## src/rtl/mdu_ctrl.sv

```systemverilog
// Multi-cycle multiply/divide sequencer with HI/LO registers for the execute stage.
// Radix-2 shift-add multiply and restoring divide on operand magnitudes, sign-corrected in DONE.
module mdu_ctrl #(
    parameter int W = 32
) (
    input  logic         i_clk,
    input  logic         i_rst,
    input  logic         i_start,
    input  logic [5:0]   i_funct,
    input  logic [W-1:0] i_a,
    input  logic [W-1:0] i_b,
    input  logic         i_flush,
    output logic         o_stall,
    output logic         o_busy,
    output logic [W-1:0] o_hi,
    output logic [W-1:0] o_lo
);

    localparam int CW = $clog2(W);

    localparam logic [5:0] F_MULT  = 6'b011000;
    localparam logic [5:0] F_MULTU = 6'b011001;
    localparam logic [5:0] F_DIV   = 6'b011010;
    localparam logic [5:0] F_DIVU  = 6'b011011;
    localparam logic [5:0] F_MTHI  = 6'b010001;
    localparam logic [5:0] F_MTLO  = 6'b010011;

    typedef enum logic [1:0] {IDLE, MUL, DIV, DONE} state_t;

    state_t          r_state;
    logic            r_busy;
    logic [CW-1:0]   r_cnt;
    logic [W-1:0]    r_hi;
    logic [W-1:0]    r_lo;
    logic [2*W-1:0]  r_mcand;
    logic [W-1:0]    r_opB;
    logic [2*W-1:0]  r_acc;
    logic            r_qSign;
    logic            r_rSign;
    logic            r_isDiv;
    logic            r_divZero;

    logic            w_isMul;
    logic            w_isDiv;
    logic            w_signed;
    logic            w_aNeg;
    logic            w_bNeg;
    logic [W-1:0]    w_aMag;
    logic [W-1:0]    w_bMag;
    logic            w_cntLast;
    logic [W:0]      w_remShift;
    logic [W:0]      w_diff;
    logic            w_fits;
    logic [2*W-1:0]  w_prodNeg;
    logic [W-1:0]    w_quotNeg;
    logic [W-1:0]    w_remNeg;

    assign w_isMul   = (i_funct == F_MULT) | (i_funct == F_MULTU);
    assign w_isDiv   = (i_funct == F_DIV)  | (i_funct == F_DIVU);
    assign w_signed  = (i_funct == F_MULT) | (i_funct == F_DIV);
    assign w_aNeg    = w_signed & i_a[W-1];
    assign w_bNeg    = w_signed & i_b[W-1];
    assign w_aMag    = w_aNeg ? -i_a : i_a;
    assign w_bMag    = w_bNeg ? -i_b : i_b;
    assign w_cntLast = (r_cnt == CW'(W-1));

    // Divide keeps the partial remainder in r_acc's upper half and the dividend/quotient in the lower half.
    assign w_remShift = {r_acc[2*W-1:W], r_acc[W-1]};
    assign w_diff     = w_remShift - {1'b0, r_opB};
    assign w_fits     = ~w_diff[W];

    assign w_prodNeg = -r_acc;
    assign w_quotNeg = -r_acc[W-1:0];
    assign w_remNeg  = -r_acc[2*W-1:W];

    assign o_busy  = r_busy;
    assign o_hi    = r_hi;
    assign o_lo    = r_lo;
    assign o_stall = ~i_flush & (r_busy | ((r_state == IDLE) & i_start & (w_isMul | w_isDiv)));

    always_ff @(posedge i_clk or posedge i_rst) begin
        if (i_rst) begin
            r_state   <= IDLE;
            r_busy    <= 1'b0;
            r_cnt     <= '0;
            r_hi      <= '0;
            r_lo      <= '0;
            r_mcand   <= '0;
            r_opB     <= '0;
            r_acc     <= '0;
            r_qSign   <= 1'b0;
            r_rSign   <= 1'b0;
            r_isDiv   <= 1'b0;
            r_divZero <= 1'b0;
        end else if (i_flush) begin
            r_state <= IDLE;
            r_busy  <= 1'b0;
            r_cnt   <= '0;
        end else begin
            case (r_state)
                IDLE: begin
                    if (i_start) begin
                        if (i_funct == F_MTHI) begin
                            r_hi <= i_a;
                        end else if (i_funct == F_MTLO) begin
                            r_lo <= i_a;
                        end else if (w_isMul) begin
                            r_mcand   <= {{W{1'b0}}, w_aMag};
                            r_opB     <= w_bMag;
                            r_acc     <= '0;
                            r_qSign   <= w_aNeg ^ w_bNeg;
                            r_isDiv   <= 1'b0;
                            r_divZero <= 1'b0;
                            r_cnt     <= '0;
                            r_state   <= MUL;
                            r_busy    <= 1'b1;
                        end else if (w_isDiv) begin
                            r_isDiv <= 1'b1;
                            r_cnt   <= '0;
                            if (i_b == '0) begin
                                r_divZero <= 1'b1;
                                r_state   <= DONE;
                            end else begin
                                r_divZero <= 1'b0;
                                r_opB     <= w_bMag;
                                r_acc     <= {{W{1'b0}}, w_aMag};
                                r_qSign   <= w_aNeg ^ w_bNeg;
                                r_rSign   <= w_aNeg;
                                r_state   <= DIV;
                                r_busy    <= 1'b1;
                            end
                        end
                    end
                end
                MUL: begin
                    if (r_opB[0]) begin
                        r_acc <= r_acc + r_mcand;
                    end
                    r_mcand <= r_mcand << 1;
                    r_opB   <= r_opB >> 1;
                    r_cnt   <= r_cnt + CW'(1);
                    if (w_cntLast) begin
                        r_cnt   <= '0;
                        r_state <= DONE;
                        r_busy  <= 1'b0;
                    end
                end
                DIV: begin
                    r_acc <= {(w_fits ? w_diff[W-1:0] : w_remShift[W-1:0]), r_acc[W-2:0], w_fits};
                    r_cnt <= r_cnt + CW'(1);
                    if (w_cntLast) begin
                        r_cnt   <= '0;
                        r_state <= DONE;
                        r_busy  <= 1'b0;
                    end
                end
                DONE: begin
                    // A zero divisor leaves HI/LO untouched; start is ignored here.
                    if (!r_divZero) begin
                        if (r_isDiv) begin
                            r_lo <= r_qSign ? w_quotNeg : r_acc[W-1:0];
                            r_hi <= r_rSign ? w_remNeg  : r_acc[2*W-1:W];
                        end else begin
                            {r_hi, r_lo} <= r_qSign ? w_prodNeg : r_acc;
                        end
                    end
                    r_state <= IDLE;
                end
                default: begin
                    r_state <= IDLE;
                    r_busy  <= 1'b0;
                end
            endcase
        end
    end

endmodule

```

## config.mk

```make
export PLATFORM = sky130hd
export DESIGN_NAME = mdu_ctrl
export DESIGN_NICKNAME = d
export VERILOG_FILES = /design/src/rtl/mdu_ctrl.sv
export SDC_FILE = /design/constraint.sdc
export NUM_CORES = 1
export LEC_CHECK = 0
export CORE_ASPECT_RATIO = 1.5
export CORE_MARGIN = 3
export CORE_UTILIZATION = 45
export CTS_CLUSTER_DIAMETER = 200
export CTS_CLUSTER_SIZE = 20
export DETAILED_ROUTE_END_ITERATION = 10
export SLEW_MARGIN = 25
export SYNTH_ARGS = -nofsm -noshare
export SYNTH_HDL_FRONTEND = slang
export SYNTH_SLANG_ARGS = --single-unit
```

## constraint.sdc

```tcl
create_clock -name i_clk -period 20.5 [get_ports i_clk]
set_input_delay 4.1 -clock i_clk [delete_from_list [all_inputs] [get_ports i_clk]]
set_output_delay 4.1 -clock i_clk [all_outputs]
set_load 0.005 [all_outputs]
```

==> metrics.json <==
{
  "status": {
    "run_status": "finished, final reports clean"
  },
  "job": {
    "drv_cap": 0
  },
  "logic_synthesis": {
    "netlist.top_cell.by_area": "dfrtp_1",
    "synth-seq-area-share": 0.305,
    "netlist_instances": 2502,
    "number_of_nets_produced_by_synthesis": 2684,
    "edff_count_synth": 0,
    "synth_top_area_frac": 0.305,
    "yosys_most_used_dff": "dfrtp_1",
    "yosys_warnings": 0,
    "top_post_synthesis_cells_by_area": "dfrtp_1 (30%), o21ai_0 (7.5%), nand2_1 (6.9%), ha_1 (6.8%), a21oi_1 (5.8%)",
    "synth_area_per_cell_sq_um": 7.75,
    "synth_cell_types": 73,
    "ys_async_sr_fraction": 1.00,
    "synth_seq_cells": 236,
    "syn_area_sq_mm": 0.0194
  },
  "clock_tree": {
    "clockRootBuffer": "clkbuf_16",
    "clock_tree_from_tritoncts": "yes",
    "clkLatencyLatePin_ns": 0.52,
    "clock_tree.htree_level_count": 1,
    "numCtsBuffers": 15,
    "clkSlewWorstSetupHoldPaths_ns": 0.09,
    "cts_hold_buf": 0,
    "clock_path_buffers": 3,
    "postCtsResizedCells": 0,
    "cts.sink_count": 236,
    "postCtsSetupBuffers": 0
  },
  "die": {
    "die_width_um": 175,
    "start_util": 0.459,
    "rows": 92,
    "design.die.area_sq_mm": 0.0457,
    "die_height_um": 260,
    "ioPinCount": 140,
    "core_area_sq_mm": 0.0422
  },
  "final_layout": {
    "finish.net_count": 2711,
    "insertedDiodeCount": 0,
    "finalNonFillerCells": 3092,
    "area.growth.synth_to_final_pct": 11.1,
    "fraction_of_final_layout_cells_sized_beyond_drive_strength_1": 0.0293
  },
  "place": {
    "place.port_buffers": 139,
    "post_detailed_placement_half_perimeter_wirelength_um": 53800,
    "dpl_worst_slack_ns": 10.41,
    "dp.cells": 3075,
    "finalWeightedCongestion": 0.948
  },
  "worst_setup_path": {
    "worstReg2RegEnd": "r_acc[62]",
    "timing.critical_path.cells": "clkdlybuf4s50_1 -> nor3b_1 -> nand2_1 -> nor2_1 -> nor2_1 -> nor2_1 -> clkdlybuf4s50_1",
    "critical_path.max_fanout": 4,
    "critical_path.max_stage_delay_ns": 0.51,
    "critical_path.startpoint_type": "input port",
    "worst-r2r-cell-count": 11,
    "critical_path.most_common_cell": "nor2_1",
    "category_of_cells_accounting_for_the_largest_share_of_critical_path_delay": "buffers and inverters",
    "timing.critical_path.arrival_ns": 5.98,
    "worstPathBufferInverterCount": 2,
    "crit_path_max_delay_cell_type": "clkdlybuf4s50_1",
    "critical_path_class": "in -> out",
    "reg2reg_slack_ns": 15.60,
    "crit_required_ns": 16.40,
    "crit_path_end_kind": "output pin",
    "regToRegStartpoint": "r_acc[12]"
  },
  "global_routing": {
    "grt.overflow.total": 0,
    "grt_max_degree": 114,
    "grt_pass1_wl_um": 109000,
    "via_count_of_the_first_global_routing_pass": 18700,
    "grt_antenna_before_repair": 0,
    "grt_usage": 0.304
  },
  "worst_hold_path": {
    "min-delay-start": "r_cnt[3]",
    "hold_endpoint": "r_cnt[3]",
    "timing.hold.worst.class": "reg -> reg",
    "hold_path_depth": 1
  },
  "power": {
    "powerDensity_mw_per_mm2": 157,
    "leakage_nw": 9.44,
    "max-vdd-ir-drop_uv": 148
  },
  "detailed_routing": {
    "vias": 18800,
    "antenna_left": 0,
    "dr.pass1.iters": 6,
    "post_dr_wirelength_cell_um": 22.8,
    "drt-total-wl_um": 70600,
    "drt_iter0_drc": 1213,
    "drt-vias-per-instance": 6.07,
    "dr_drc_count": 0
  },
  "sta": {
    "final.setup.tns_ns": 0,
    "layout_min_cycle_time_ns": 10.08,
    "report.final.hold_viol_count": 0,
    "final_min_period_over_clock_period": 0.492,
    "max_slew.worst_pin.slew_ns": 1.04,
    "rsz0062_at_grt": "false",
    "achievable-frequency_mhz": 99.2,
    "finClkSkew_ns": 0.0236,
    "finalSetupViolCount": 0,
    "timing.max_slew.rel_slack": 0.298,
    "final.setup.worst_slack_ns": 10.42,
    "maxSlewViolCount": 0
  }
}
[layer usage]
layer,part of all wire,track usage,vias up,routed length (um)
met4,0.070,0.183,0,4930
met3,0.038,0.0269,177,2690
met2,0.52,0.570,540,36600
met5,0,0,-,0
met1,0.37,0.328,9031,26400
li1,-,-,9025,-
[kinds of logic (layout without fill, tap and decap cells)]
logic type,count (synthesis),count (layout),synth area share
compound gates,853,853,0.270
xor+xnor,198,198,0.0894
fa+ha+maj,108,108,0.0705
buf+inv,220,246,0.0433
flops,236,236,0.305
mux,50,50,0.0261
simple gates,837,837,0.196
[synthesized netlist by cell type (all sizes together), types with 19 or more instances]
master  number
nor3        41
dfrtp      236
ha         106
xnor2       94
nand4       24
buf         19
a221oi      19
or4         20
mux2i       46
clkbuf     131
a211oi      38
nand2      359
inv         70
nand2b      19
a21oi      224
nand3       67
a31oi       20
o31ai       30
o21a        19
o21ai      294
nor2       203
or3         23
a21o        71
xor2       104
[worst max path at each step]
stage | depth (start not counted) | start | endpoint | slack (ns)
2_1_floorplan | 1 | i_rst | o_busy | 9.93
3_5_place_dp | 7 | i_funct[4] | o_stall | 10.41
4_1_cts | 7 | i_funct[4] | o_stall | 10.42
6_report | 7 | i_funct[4] | o_stall | 10.42
5_1_grt | 7 | i_funct[4] | o_stall | 10.27
3_3_place_gp | 7 | i_funct[4] | o_stall | 10.45
[placed cells by master, fill, tap and decap left out, types with 19 or more instances in the layout]
cell,n
or4_1,19
nor2_1,203
or3_1,22
buf_4,20
ha_1,104
xnor2_1,93
a21o_1,70
a21oi_1,223
o21ai_0,292
a211oi_1,38
a221oi_1,19
xor2_1,104
o21a_1,19
clkdlybuf4s50_1,139
dfrtp_1,236
nand3_1,66
nand2_1,357
nor3_1,38
a31oi_1,20
inv_1,69
o31ai_1,28
nand4_1,24
mux2i_1,46
[registers in the layout, summed over array words and instances (netlist names)]
name and count:
r_isDiv 1, o_lo 32, r_mcand 64, r_qSign 1, r_cnt 5, o_hi 32
r_divZero 1, r_rSign 1, r_acc 64, r_opB 32, o_busy 1, r_state 2
[power breakdown]
| group | total, mW | switching [mW] | internal [mW] |
|---|---|---|---|
| Combinational | 2.14 | 1.27 | 0.865 |
| Clock | 0.318 | 0.173 | 0.145 |
| Sequential | 0.924 | 0.281 | 0.643 |
[through the flow]
step | power (mW) | util | instance area, sq um | hold slack (ns)
floorplan | 2.31 | - | 19400 | 0.438
global placement | 3.02 | 0.500 | 21100 | 0.462
detailed placement | 3.04 | 0.500 | 21100 | 0.465
CTS | 3.37 | 0.509 | 21500 | 0.483
global route | 3.64 | 0.510 | 21600 | 0.499
finish | 3.38 | 0.510 | 21600 | 0.480
[worst reg2reg max path, cell delays in order, from the launching register on]
cell,delay [ns]
dfrtp_1,0.65
ha_1,0.40
a21oi_1,0.30
a21boi_0,0.13
a211oi_1,0.63
a311oi_1,0.29
nor4b_1,0.91
nor3_2,0.20
a311oi_1,0.57
o41ai_1,0.22
mux2i_1,0.16
a221o_1,0.33
[area by class of cell]
class	instances	area [sq um]
Multi-Input combinational cell	2046	12700
Sequential cell	236	5910
Clock inverter	1	30.0
Inverter	70	270
Timing Repair Buffer	160	1570
Clock buffer	15	375
Fill cell	4197	20700
Tap cell	564	706
Note: power is estimated with default switching activity, not from simulation.
